===== src/rtl/acm_rp_scrubber.sv =====
// Read-port address scrubber for the ID stage: idle register-file read ports are
// handed consecutive addresses from a sweeping window so the OP stage can check every entry.

module acm_rp_scrubber_lane #(
  parameter int AW       = 5,
  parameter int ADDR_MIN = 1,
  parameter int ADDR_MAX = 31
) (
  input  logic          sel,
  input  logic [AW-1:0] base,
  input  logic [AW:0]   rank,
  output logic [AW-1:0] padd
);
  localparam logic [AW:0] MAXV = (AW+1)'(ADDR_MAX);
  localparam logic [AW:0] RNG  = (AW+1)'(ADDR_MAX - ADDR_MIN + 1);

  logic [AW:0] sum;

  always_comb begin
    sum  = {1'b0, base} + rank;
    padd = base;
    if (sel) padd = AW'((sum > MAXV) ? sum - RNG : sum);
  end
endmodule

module acm_rp_scrubber #(
  parameter int RP       = 2,
  parameter int AW       = 5,
  parameter int ADDR_MIN = 1,
  parameter int ADDR_MAX = 31,
  parameter int SW       = 4
) (
  input  logic             s_clk_i,
  input  logic             s_resetn_i,
  input  logic [1:0]       s_mode_i,
  input  logic             s_stall_i,
  input  logic             s_flush_i,
  input  logic             s_nop_i,
  input  logic [RP-1:0]    s_id_free_i,
  input  logic [RP-1:0]    s_op_free_i,
  output logic [RP-1:0]    s_scrub_o,
  output logic [RP*AW-1:0] s_padd_o,
  output logic             s_restart_o,
  output logic [7:0]       s_passes_o,
  output logic [SW-1:0]    s_starve_o
);
  localparam logic [AW:0] MAXV = (AW+1)'(ADDR_MAX);
  localparam logic [AW:0] RNG  = (AW+1)'(ADDR_MAX - ADDR_MIN + 1);

  logic [AW-1:0]          a;
  logic [SW-1:0]          c;
  logic [7:0]             p;
  logic                   en, starve_mode, restart, wrap;
  logic [RP-1:0]          free;
  logic [RP:0][AW:0]      rank;
  logic [AW:0]            sum_n;
  logic [RP-1:0][AW-1:0]  padd;

  assign en          = s_mode_i[1];
  assign starve_mode = (s_mode_i == 2'b11);
  assign restart     = (c == '1) && starve_mode;

  // Flush beats stall; a nop slot leaves every port idle.
  always_comb begin
    free = '0;
    if (en) begin
      if (s_flush_i)      free = '1;
      else if (s_stall_i) free = s_op_free_i;
      else if (s_nop_i)   free = '1;
      else                free = s_id_free_i;
    end
  end

  // rank[k] = number of free ports below k; rank[RP] is the total advance.
  always_comb begin
    rank[0] = '0;
    for (int k = 0; k < RP; k++) rank[k+1] = rank[k] + {{AW{1'b0}}, free[k]};
  end

  assign sum_n = {1'b0, a} + rank[RP];
  assign wrap  = (sum_n > MAXV);

  for (genvar k = 0; k < RP; k++) begin : g_lane
    acm_rp_scrubber_lane #(.AW(AW), .ADDR_MIN(ADDR_MIN), .ADDR_MAX(ADDR_MAX)) u_lane (
      .sel  (free[k]),
      .base (a),
      .rank (rank[k]),
      .padd (padd[k])
    );
  end

  always_ff @(posedge s_clk_i) begin
    if (!s_resetn_i) begin
      a <= AW'(ADDR_MIN);
      c <= '0;
      p <= '0;
    end else begin
      if (en) begin
        a <= AW'(wrap ? sum_n - RNG : sum_n);
        if (wrap && p != 8'hff) p <= p + 8'd1;
      end
      if (!starve_mode || restart || rank[RP] != '0) c <= '0;
      else                                           c <= c + SW'(1);
    end
  end

  assign s_scrub_o   = free;
  assign s_padd_o    = padd;
  assign s_restart_o = restart;
  assign s_passes_o  = p;
  assign s_starve_o  = c;
endmodule


===== config.mk =====
export PLATFORM = sky130hd
export DESIGN_NAME = acm_rp_scrubber
export DESIGN_NICKNAME = d
export VERILOG_FILES = /design/src/rtl/acm_rp_scrubber.sv
export SDC_FILE = /design/constraint.sdc
export NUM_CORES = 1
export LEC_CHECK = 0
export CAP_MARGIN = 15
export CORE_MARGIN = 1.5
export CORE_UTILIZATION = 41
export DETAILED_ROUTE_END_ITERATION = 12
export PLACE_DENSITY = 0.7
export SYNTH_ARGS = -nofsm -noshare
export SYNTH_HDL_FRONTEND = slang
export SYNTH_SLANG_ARGS = --single-unit
export TNS_END_PERCENT = 30

===== constraint.sdc =====
create_clock -name s_clk_i -period 3.7 [get_ports s_clk_i]
set_clock_uncertainty 0.2 [all_clocks]
set_input_delay 0.74 -clock s_clk_i [delete_from_list [all_inputs] [get_ports s_clk_i]]
set_output_delay 0.74 -clock s_clk_i [all_outputs]
set_load 0.02 [all_outputs]

# After elaboration in Yosys (flattened, before gate mapping)
# Index checks and enable logic that the tools add are counted.
[op_classes]
n_addsub = 8
order_cmp = 3
eq_ne = 3
n_mux = 9
n_bitwise = 1
n_reduce_logical = 8
[ops]
columns = ["cell", "n"]
rows = [
  ["two-way mux 5 bit", 5],
  ["subtractor 5 bit, second input constant", 3],
  ["greater-than comparator 6 x 5 -> 1 bit, second input constant", 2],
  ["adder 8 x 1 -> 8 bit, second input constant", 1],
  ["two-way mux 2 bit", 4],
  ["!= test 8 bit, second input constant", 1],
  ["adder 5 x 1 -> 6 bit", 1],
  ["adder 5 x 2 -> 6 bit", 1],
  ["nonzero test 6 bit", 1],
  ["greater-than comparator 5 bit, second input constant", 1],
  ["adder 4 x 1 -> 4 bit, second input constant", 1],
  ["== test 4 bit, second input constant", 1],
  ["adder 1 x 1 -> 2 bit", 1],
  ["== test 2 bit, second input constant", 1],
  ["logical AND 1 bit", 2],
  ["logical OR 1 bit", 2],
  ["AND reduction 2 bit", 1],
  ["OR reduction 2 bit", 1],
  ["logical NOT 1 bit", 1],
  ["NOT 1 bit", 1],
]
[word_totals]
ff_bits = 17
output_inout_bits = 25
word_cells = 35

# Logic depth before layout (Yosys ltp)
[logic_depth]
ltp_word = 9
depth_mapped = 12
depth_no_buf = 11

# By module
# From an unflattened synthesis, not the netlist that was laid out.
[unflattened]
hier_cells = 206
area_unflattened_um2 = 1630.3
[modules_own_cells]
columns = ["mod", "n_inst", "cells_each", "area_per_inst_um2", "seq_area_each_um2"]
rows = [
  ["acm_rp_scrubber", 1, 112, 952.2, 340.3],
  ["acm_rp_scrubber_lane", 2, 47, 339.1, 0.0],
]

# Worst setup path before layout
# Ideal clock, no wire load.
[synth_timing]
path_kind = "input to output"
from = "input s_nop_i"
to = "output s_padd_o[7]"
arrival_ns = 2.536
setup_slack_ns = 0.224
stages = 9
n_path_buf = 0
path_cell_list = "nor3_1 > o21bai_1 > and2_1 > ha_1 > ha_1 > ha_1 > nand4_1 > mux2i_1 > a2bb2oi_1"
[synth_between]
elab_chain_len = 8
word_cells_on_any_way = 9
cone_classes = "2 x add/sub; 1 x order compare; 6 x mux"
[synth_rtl]
columns = ["element", "line_no", "rtl"]
rows = [
  ["start: declaration", "38", "input logic s_nop_i,"],
  ["two-way mux 2 bit (*)", "69", "else if (s_nop_i) free = '1;"],
  ["two-way mux 2 bit (*)", "68", "else if (s_stall_i) free = s_op_free_i;"],
  ["two-way mux 2 bit (*)", "67", "if (s_flush_i) free = '1;"],
  ["two-way mux 2 bit (*)", "66", "if (en) begin"],
  ["named net g_lane[0].u_lane.sel", "9", "input logic sel,"],
  ["adder 5 x 1 -> 6 bit (*)", "20", "sum = {1'b0, base} + rank;"],
  ["subtractor 5 bit or greater-than comparator 6 x 5 -> 1 bit (tied branches)", "22", "if (sel) padd = AW'((sum > MAXV) ? sum - RNG : sum);"],
  ["two-way mux 5 bit (*) (2 in series)", "22", ""],
  ["end: declaration", "42", "output logic [RP*AW-1:0] s_padd_o,"],
]
# Mark *: on every way through the listed nets, which the timed path passes. The rest lies on a longest branch.

# Worst setup path after layout
[layout_timing]
from = "input s_op_free_i[0]"
to = "output s_padd_o[6]"
[layout_between]
elab_chain_len = 7
word_cells_on_any_way = 8
cone_classes = "2 x add/sub; 1 x order compare; 5 x mux"
[layout_rtl]
columns = ["element", "line_no", "rtl"]
rows = [
  ["start: declaration", "40", "input logic [RP-1:0] s_op_free_i,"],
  ["two-way mux 2 bit (*)", "68", ""],
  ["two-way mux 2 bit (*)", "67", ""],
  ["two-way mux 2 bit (*)", "66", ""],
  ["adder 5 x 1 -> 6 bit (*)", "20", ""],
  ["subtractor 5 bit or greater-than comparator 6 x 5 -> 1 bit (tied branches)", "22", ""],
  ["two-way mux 5 bit (*) (2 in series)", "22", ""],
]
# Every way passes the cells marked *; elsewhere a longest branch is shown, timed or not.

==> out/summary.txt <==
Status = finished, final reports clean
P_leak = 0.000742 uW
Hpwl dp = 2480 um
Sequential area share after synthesis = 0.263
Layout Nets = 231
Crit-path max FO = 2
Hold Vio Cnt, Final = 0
Place WS = -0.585 ns
H-tree depth = 1
Cts bufs inserted = 3
Max Cap Violations = 0
CP endpoint = s_padd_o[6]
# diodes = 0
Slew Limit Fails = 0
Critical path launch point = s_op_free_i[0]
Final period utilization = 0.979
1st-pass router iterations = 5
FF+latch count, synth = 17
Critical-path cell list = clkdlybuf4s50_1 -> nor2b_1 -> o21bai_1 -> and2_4 -> ha_4 -> ha_4 -> ha_4 -> o32ai_2 -> a2bb2oi_1 -> buf_4
Slew @ Worst Pin = 0.635 ns
Drt total wl = 3270 um
Largest net degree at the start of global routing = 16
CTS Root Cell = clkbuf_4
Initial antenna violation count = 0
Per-cell routed wire length = 13.1 um
CTS clk-pin slew, worst paths = 0.09 ns
Fin crit period = 3.62 ns
Hold crit path type = register to register
Fillers = 269
Net Sw Frac = 0.325
Synth area leader = dfxtp_1
Clk sinks = 17
YS warnings = 0
CP Launch Type = input port
R2R depth = 6
CTS tree = done
Comb pwr share = 0.384
CP most frequent cell = ha_4
Slew headroom = 0.577
Die width = 59.2 um
Placed cell count = 243
Global Route Usage Sum = 0.194
Initial DRC Count = 38
Core Area = 3030 sq um
Leading cell type in the layout, fill and taps excluded = clkdlybuf4s50_1
Cts hold-fix bufs = 0
Share of cells above drive strength 1 = 0.184
Total chip power = 482 uW
Final setup fails = 0
R2r setup slk = 1.43 ns
Die Y = 59.2 um
FF+latch area = 340 sq um
Layout area overhead = 43.4%
P_int = 326 uW
Most frequent cells in the layout = 28 x clkdlybuf4s50_1, 20 x buf_4, 17 x dfxtp_1, 14 x nor2_1, 12 x nand2_1
Max Freq = 0.276 GHz
Worst-Skew Late Latency = 0.29 ns
Multi-input logic area = 938 sq um
P per Cell Area = 260 nW/um^2
Top-area cell type share of the netlist area = 0.263
CTS Buffer Depth = 2
CP arrival = 2.68 ns
Vias = 1,325
Remaining antenna violation count = 0
Site row count = 20
Max incr delay on CP = 0.46 ns
Worst Path Class, Setup = input port to output pin
Mapped Area = 1290 sq um
Reg-to-Reg End = a[2]
WP data required = 2.76 ns
DRC = 0
Critical-path top delay cell = clkdlybuf4s50_1
Initial Utilization = 0.427
Num ports = 36
Die area = 3500 sq um
Reg2reg start = a[1]
CP Depth = 10
Setup crit end kind = output pin
Non-filler cells, final = 250
First-pass GRT wire length = 5310 um
GPL Wtd Cong = 0.895
Syn_nets = 181
Clk pwr share = 0.205
Asr flop ratio synth = 0
Worst hold path depth = 1
IO Port Bufs = 35
Syn Inst Count = 157
Avg Inst Size Synth = 8.24 sq um
Critical path's top delay family = buffers and inverters
Sequential power share = 0.411
GRT overflow = 0
Crit path buf inv count = 2
Psw = 156 uW
Ranking of synthesized cells by area = dfxtp_1 26%, ha_1 12%, mux2i_1 5.4%
Vias in the first global route = 1,229
Peak supply drop = 0.000148 V
Setup WS post-layout = 0.0769 ns
EDFF count, synth = 0
Ys flop type = dfxtp_1
Synth cell types = 41
DR vias/cell = 5.30
==> kinds of logic (layout without fill, tap and decap cells) <==
| group | count (synthesis) | count (layout) | synth area share |
|---|---|---|---|
| mux | 8 | 8 | 0.0629 |
| fa+ha+maj | 13 | 13 | 0.132 |
| buf+inv | 15 | 64 | 0.0561 |
| simple gates | 67 | 67 | 0.276 |
| flops | 17 | 17 | 0.263 |
| compound gates | 29 | 29 | 0.157 |
| xor+xnor | 8 | 8 | 0.0542 |
==> flip-flops by register name, indices dropped and copies added, names as in the netlist <==
signal	flops
a	5
s_starve_o	4
s_passes_o	8
==> synth_stat cells, types with 2 or more instances <==
cell	instances
ha_1	12
nor2b_1	2
o211ai_1	2
and2_1	5
a21oi_1	3
nand4_1	5
o21ai_0	5
xnor2_1	4
a31oi_1	5
and3_1	2
nand3_1	9
inv_1	7
nor3_1	8
buf_4	4
o21a_1	2
dfxtp_1	17
a2bb2oi_1	2
nand2b_1	4
clkbuf_1	3
xor2_1	4
nor2_1	14
nand2_1	12
a211oi_1	2
mux2i_1	7
==> final cells by class <==
type | count | area share
Clock buffer | 3 | 0.0121
Sequential cell | 17 | 0.183
Multi-Input combinational cell | 125 | 0.506
Tap cell | 44 | 0.0297
Inverter | 7 | 0.0142
Clock inverter | 1 | 0.00270
Timing Repair Buffer | 53 | 0.252
==> power groups by stage <==
| stage | combinational [uW] | clock [uW] | sequential, uW |
|---|---|---|---|
| finish | 185 | 98.6 | 198 |
| global route | 200 | 115 | 200 |
| CTS | 179 | 102 | 198 |
| detailed placement | 166 | 0 | 201 |
| global placement | 162 | 0 | 201 |
| floorplan | 94.3 | 0 | 198 |
==> worst min path at each step <==
stage | startpoint | endpoint | slack (ns)
floorplan | s_starve_o[0] | s_starve_o[0] | 0.32
global placement | s_starve_o[0] | s_starve_o[0] | 0.25
detailed placement | s_starve_o[0] | s_starve_o[0] | 0.25
CTS | s_starve_o[0] | s_starve_o[0] | 0.28
global route | s_starve_o[0] | s_starve_o[0] | 0.31
finish | s_starve_o[0] | s_starve_o[0] | 0.28
==> routing by layer <==
layer / up-vias / track usage / routed length [um]
li1: 667 / - / -
met1: 614 / 0.253 / 1520
met2: 42 / 0.337 / 1570
met3: 2 / 0.0197 / 157
met4: 0 / 0.0584 / 12
met5: - / 0 / 0
==> metrics by stage <==
step,TNS (ns),hold WS (ns),area (sq um),utilization
2_1_floorplan,0,0.318,1290,-
3_3_place_gp,-2.29,0.252,1770,0.583
3_5_place_dp,-2.81,0.249,1770,0.583
4_1_cts,0,0.280,1830,0.605
5_1_grt,-0.0138,0.314,1860,0.613
6_report,0,0.276,1860,0.613
==> repair_timing <==
item / 4_1_cts / 5_1_grt
gates resized for setup: 25 / 7
pin swaps: 6 / 3
buffers inserted: 2 / 1
setup endpoints to repair: 5 / 6
gates cloned: 0 / 0
Power figures use the tool's default switching activity.
